===== src/rtl/chip8_mem_pkg.sv =====
// Shared ids, state encodings and the read-tag record used by the CHIP-8 memory arbiter.
package chip8_mem_pkg;
  localparam int ADDR_W_DEF = 12;
  localparam int DATA_W_DEF = 8;

  localparam logic [1:0] REQ_DRAW  = 2'd0;
  localparam logic [1:0] REQ_DUMP  = 2'd1;
  localparam logic [1:0] REQ_FETCH = 2'd2;
  localparam logic [1:0] REQ_NONE  = 2'd3;

  localparam logic [1:0] ST_BOOT  = 2'd0;
  localparam logic [1:0] ST_RUN   = 2'd1;
  localparam logic [1:0] ST_DRAIN = 2'd2;

  typedef struct packed {
    logic       vld;
    logic [1:0] id;
  } rd_tag_t;
endpackage


===== src/rtl/rd_tag_pipe.sv =====
// Delays the {valid, requester id} of each read issue by the memory latency.
module rd_tag_pipe
  import chip8_mem_pkg::*;
#(
  parameter int DEPTH = 1
) (
  input  logic    clk,
  input  logic    rst_n,
  input  rd_tag_t issue,
  output rd_tag_t ret,
  output logic    empty
);
  logic [DEPTH:1]      vld_pipe;
  logic [DEPTH:1][1:0] id_pipe;

  always_ff @(posedge clk or negedge rst_n) begin
    if (!rst_n) begin
      vld_pipe <= '0;
      id_pipe  <= '0;
    end else begin
      vld_pipe[1] <= issue.vld;
      id_pipe[1]  <= issue.id;
      for (int i = 2; i <= DEPTH; i++) begin
        vld_pipe[i] <= vld_pipe[i-1];
        id_pipe[i]  <= id_pipe[i-1];
      end
    end
  end

  assign ret   = '{vld: vld_pipe[DEPTH], id: id_pipe[DEPTH]};
  assign empty = ~|vld_pipe;
endmodule


===== src/rtl/mem_arbiter.sv =====
// Shares the CHIP-8 memory read port among draw/dump/fetch and gates the write port by boot mode.
module mem_arbiter
  import chip8_mem_pkg::*;
#(
  parameter int ADDR_WIDTH  = ADDR_W_DEF,
  parameter int DATA_WIDTH  = DATA_W_DEF,
  parameter int MEM_LATENCY = 1
) (
  input  logic                  clk,
  input  logic                  rst_n,
  input  logic                  boot_start,
  input  logic                  boot_done,
  output logic                  boot_o,
  input  logic                  ld_we,
  input  logic [ADDR_WIDTH-1:0] ld_addr,
  input  logic [DATA_WIDTH-1:0] ld_d,
  input  logic                  op_we,
  input  logic [ADDR_WIDTH-1:0] op_addr,
  input  logic [DATA_WIDTH-1:0] op_d,
  input  logic                  draw_req,
  input  logic                  draw_lock,
  input  logic [ADDR_WIDTH-1:0] draw_addr,
  input  logic                  dump_req,
  input  logic                  dump_lock,
  input  logic [ADDR_WIDTH-1:0] dump_addr,
  input  logic                  fetch_req,
  input  logic [ADDR_WIDTH-1:0] fetch_addr,
  output logic                  draw_gnt,
  output logic                  dump_gnt,
  output logic                  fetch_gnt,
  output logic                  draw_rvalid,
  output logic                  dump_rvalid,
  output logic                  fetch_rvalid,
  output logic [DATA_WIDTH-1:0] rdata,
  output logic [ADDR_WIDTH-1:0] mem_raddr,
  output logic                  mem_we,
  output logic [ADDR_WIDTH-1:0] mem_waddr,
  output logic [DATA_WIDTH-1:0] mem_d,
  input  logic [DATA_WIDTH-1:0] mem_q,
  output logic                  wr_err
);
  logic [1:0]                 state, lock_owner, gnt_id;
  logic [2:0]                 req, lock;
  logic [2:0][ADDR_WIDTH-1:0] addr;
  logic [ADDR_WIDTH-1:0]      raddr_q;
  logic                       boot, pipe_empty;
  rd_tag_t                    issue, ret;

  assign req  = {fetch_req, dump_req, draw_req};
  assign lock = {1'b0, dump_lock, draw_lock};
  assign addr = {fetch_addr, dump_addr, draw_addr};
  assign boot = (state == ST_BOOT);

  // A held lock blocks everyone else outright, even higher-priority requesters.
  always_comb begin
    gnt_id = REQ_NONE;
    if (state == ST_RUN) begin
      if (lock_owner != REQ_NONE) gnt_id = req[lock_owner] ? lock_owner : REQ_NONE;
      else if (req[REQ_DRAW])     gnt_id = REQ_DRAW;
      else if (req[REQ_DUMP])     gnt_id = REQ_DUMP;
      else if (req[REQ_FETCH])    gnt_id = REQ_FETCH;
    end
  end

  assign issue     = '{vld: gnt_id != REQ_NONE, id: gnt_id};
  assign draw_gnt  = (gnt_id == REQ_DRAW);
  assign dump_gnt  = (gnt_id == REQ_DUMP);
  assign fetch_gnt = (gnt_id == REQ_FETCH);
  assign mem_raddr = issue.vld ? addr[gnt_id] : raddr_q;

  always_ff @(posedge clk or negedge rst_n) begin
    if (!rst_n) begin
      state      <= ST_BOOT;
      lock_owner <= REQ_NONE;
      raddr_q    <= '0;
      wr_err     <= 1'b0;
    end else begin
      raddr_q <= mem_raddr;
      if (boot ? op_we : ld_we) wr_err <= 1'b1;
      if (issue.vld)
        lock_owner <= lock[gnt_id] ? gnt_id : REQ_NONE;
      else if (lock_owner != REQ_NONE && !req[lock_owner])
        lock_owner <= REQ_NONE;
      case (state)
        ST_BOOT:  if (boot_done) state <= ST_RUN;
        ST_RUN:   if (boot_start) state <= ST_DRAIN;
        ST_DRAIN: if (lock_owner == REQ_NONE && pipe_empty) state <= ST_BOOT;
        default:  state <= ST_BOOT;
      endcase
    end
  end

  rd_tag_pipe #(.DEPTH(MEM_LATENCY)) u_tag_pipe (
    .clk   (clk),
    .rst_n (rst_n),
    .issue (issue),
    .ret   (ret),
    .empty (pipe_empty)
  );

  assign draw_rvalid  = ret.vld && (ret.id == REQ_DRAW);
  assign dump_rvalid  = ret.vld && (ret.id == REQ_DUMP);
  assign fetch_rvalid = ret.vld && (ret.id == REQ_FETCH);
  assign rdata        = mem_q;

  // Loader owns the write port only in BOOT; BCD stores own it otherwise.
  assign mem_we    = boot ? ld_we   : op_we;
  assign mem_waddr = boot ? ld_addr : op_addr;
  assign mem_d     = boot ? ld_d    : op_d;
  assign boot_o    = boot;
endmodule

===== config.mk =====
export PLATFORM = sky130hd
export DESIGN_NAME = mem_arbiter
export DESIGN_NICKNAME = d
export VERILOG_FILES = /design/src/rtl/chip8_mem_pkg.sv /design/src/rtl/rd_tag_pipe.sv /design/src/rtl/mem_arbiter.sv
export SDC_FILE = /design/constraint.sdc
export NUM_CORES = 1
export LEC_CHECK = 0
export ABC_AREA = 1
export CORE_MARGIN = 2
export CORE_UTILIZATION = 34
export CTS_BUF_LIST = sky130_fd_sc_hd__clkbuf_4 sky130_fd_sc_hd__clkbuf_8
export DETAILED_ROUTE_END_ITERATION = 10
export PLACE_DENSITY_LB_ADDON = 0.15
export SLEW_MARGIN = 10
export SYNTH_ARGS = -nofsm -noshare
export SYNTH_HDL_FRONTEND = slang
export SYNTH_SLANG_ARGS = --single-unit

===== constraint.sdc =====
create_clock -name clk -period 2.6 [get_ports clk]
set_input_delay 0.52 -clock clk [delete_from_list [all_inputs] [get_ports clk]]
set_output_delay 0.52 -clock clk [all_outputs]
set_load 0.05 [all_outputs]

==> flow_summary.yaml <==
critical_path:
  path_buf_inv: 3
  reg2reg_from: "lock_owner[1]$_DFFE_PN1P_"
  startpoint: "lock_owner[1]$_DFFE_PN1P_"
  cp_common_cell: "nand2_1"
  worstSetupEndpointType: "output port"
  cp.arrival_ns: 1.92
  worstPathRequired_ns: 2.08
  cp.depth: 11
  critPathTopFamily: "simple AND/OR/NAND/NOR gates"
  cpPeakStageDelay_ns: 0.56
  critPathLaunchType: "flop"
  crit_fanout: 10
  worstPathCellList: "inv_1 -> nand2_1 -> nand2_1 -> nor2_4 -> nand2_4 -> buf_12 -> nand2_1 -> nand2_1 -> nand2_1 -> nand3_1 -> buf_12"
  critPathSlowestCell: "dfstp_2"
  critPathCapture: "mem_raddr[3]"
  rr_worst_depth: 10
  r2r_setup_slack_ns: 0.97
  critical_path_class: "reg -> out"
  r2r_end: "lock_owner[0]$_DFFE_PN1P_"
synthesis:
  syn_area_per_cell_sq_um: 6.25
  syn_inst: 247
  ys_ff_latch: 20
  yosysWarnings: 0
  syn-num-nets: 342
  synthDistinctLibCells: 22
  netlist_area_sq_um: 1540
  synth_area_leaders: "dfrtp_1, nand2_1, nand3_1"
  ys_seq_area_frac: 0.326
  synth.top_cell.area_share: 0.292
  synth_area_leader_cell: "dfrtp_1"
grt:
  grt_usage: 0.205
  grt-ovfl-total: 0
  grt_pass1_vias: 1910
  grt_pass1_wl_mm: 8.63
  grt_antenna_before_repair: 0
  grt_max_degree: 25
clock_tree:
  insertion_delay_ns: 0.25
  cts_buffers: 3
  cts-root-buf: "clkbuf_8"
  cts-htree-levels: 1
  tritoncts: "done"
  cts.reportedPaths.clkPinSlew_ns: 0.08
  cts_buffer_depth: 2
  cts.sink_count: 20
  postCtsSetupRepairBufs: 0
sta:
  period_minus_slack_ns: 2.44
  rsz0062_at_grt: "no"
  tightestPinTransition_ns: 0.631
  slew_viol_final: 0
  setup_violations: 0
  period_share: 0.937
  maxSlewHeadroom: 0.578
  hold_violations: 0
  skew_ns: 0.00804
  max_freq_mhz: 411
routing:
  dr.pass1.iters: 4
  routedWlPerCell_um: 12.8
  drt_iter0_markers: 73
  routed_wl_mm: 5.39
  drc: 0
  viasPerCell: 4.82
  antenna_left: 0
  vias: 2023
cells_and_area:
  drive_above_1_share: 0.215
  syn_to_final_growth_pct: 102
  stdcell_area_sq_um: 3120
  ff_latch_area_sq_um: 503
  final_util: 0.716
  antenna_cells: 0
  nFillCells: 359
  nets: 464
  layout.cells.non_filler: 420
  multi_input_area_sq_um: 893
pwr:
  pwr-share-clk: 0.044
  p_int_uw: 2210
  p_sw_uw: 2730
  p_sw_frac: 0.552
  p_per_area_nw_per_um2: 1590
  p_seq_frac: 0.105
  power_frac_comb: 0.852
  p_total_uw: 4940
  p_leak_uw: 0.00159
  peakVddDrop_mv: 1.05
min_path:
  hp-class: "reg -> reg"
  min_path_cells: 2
floorplan:
  die_x_um: 71.4
  die-area_sq_um: 5100
  std_cell_rows: 24
  core_sq_um: 4350
  die_h_um: 71.4
  initial_core_util: 0.355
  ioPinCount: 144
placed_design:
  placed_cell_area_sq_um: 2930
  dp.cells: 414
  port-buffer-count: 127
  dpl.hpwl_mm: 4.17
  place_congestion: 0.776
status:
  outcome: "finished, final reports clean"
run:
  maxCapViolations: 0
==> placed cells by master, fill, tap and decap left out, drive strengths merged <==
master	instances
nand3	51
clkdlybuf4s50	87
nor2	10
nor3b	1
o211ai	1
dfrtp	18
a21oi	1
nor3	1
nand4	2
buf	47
inv	14
dlymetal6s2s	3
o21ai	2
dfstp	2
nand2	122
clkbuf	6
==> through the flow <==
stage	hold slack (ns)	setup TNS, ns	setup slack (ns)
finish	0.461	0	0.164
global route	0.531	0	0.0404
floorplan	0.224	0	0.284
global placement	0.449	0	0.0150
detailed placement	0.451	-0.0530	-0.0242
CTS	0.468	0	0.0132
==> power groups by stage <==
stage / registers [uW] / logic, uW / clock network (uW)
after detailed placement: 522 / 4040 / 0
final: 518 / 4210 / 216
after floorplan: 510 / 2470 / 0
after CTS: 516 / 4100 / 221
after global routing: 531 / 4450 / 236
after global placement: 516 / 4010 / 0
==> cells by family after synthesis <==
group                  share of synthesized area
AOI/OAI and AO/OA                         0.0146
buffers and inverters                      0.136
DFF                                        0.326
and+or+nand+nor                            0.523
==> synthesized netlist by cell type <==
cell type,count
a21oi_1,1
buf_2,3
buf_4,11
buf_6,4
clkbuf_1,4
dfrtp_1,18
dfstp_2,2
inv_1,12
inv_2,2
nand2_1,119
nand2_2,2
nand2_4,1
nand3_1,50
nand3_2,1
nand4_1,2
nor2_1,6
nor2_2,3
nor2_4,1
nor3_1,1
nor3b_1,1
o211ai_1,1
o21ai_0,2
==> state kept, by name (all words and copies together) (netlist names) <==
register / flops
raddr_q: 12
lock_owner: 2
state: 2
u_tag_pipe.id_pipe: 2
u_tag_pipe.vld_pipe: 1
wr_err: 1
==> worst register-to-register path, stage by stage, from the launching register on <==
cell       delay (ns)
dfstp_2          0.56
inv_1            0.09
nand2_1          0.07
nand2_1          0.08
nor2_4           0.13
nand2_4          0.12
clkbuf_16        0.19
nor2_2           0.15
nand2_1          0.08
nand2_1          0.07
inv_1            0.04
==> what timing repair did <==
item	4_1_cts	5_1_grt
hold buffers	0	0
gates resized for setup	7	15
pin swaps	0	4
cloned	0	2
setup endpoints to repair	7	12
==> layer usage <==
| layer | routed length, um | global-route usage | up-vias |
|---|---|---|---|
| met5 | 0 | 0 | - |
| met4 | 17 | 0.0335 | 0 |
| met3 | 569 | 0.0549 | 2 |
| met2 | 2730 | 0.386 | 95 |
| met1 | 2070 | 0.234 | 908 |
| li1 | - | - | 1018 |
==> worst min path at each step <==
stage                  startpoint                    to  slack (ns)
6_report       wr_err$_DFFE_PN0P_    wr_err$_DFFE_PN0P_        0.46
4_1_cts        wr_err$_DFFE_PN0P_    wr_err$_DFFE_PN0P_        0.47
3_3_place_gp   wr_err$_DFFE_PN0P_    wr_err$_DFFE_PN0P_        0.45
2_1_floorplan               rst_n  raddr_q[0]$_DFF_PN0_        0.22
3_5_place_dp   wr_err$_DFFE_PN0P_    wr_err$_DFFE_PN0P_        0.45
5_1_grt        wr_err$_DFFE_PN0P_    wr_err$_DFFE_PN0P_        0.53
==> cell type report <==
cell class | instances | share of cell area
repair buffers | 139 | 0.498
flip-flops and latches | 20 | 0.161
multi-input cells | 191 | 0.287
well taps | 52 | 0.0209
inverters | 14 | 0.0177
clock buffers | 4 | 0.0157
Note: power is estimated with default switching activity, not from simulation.
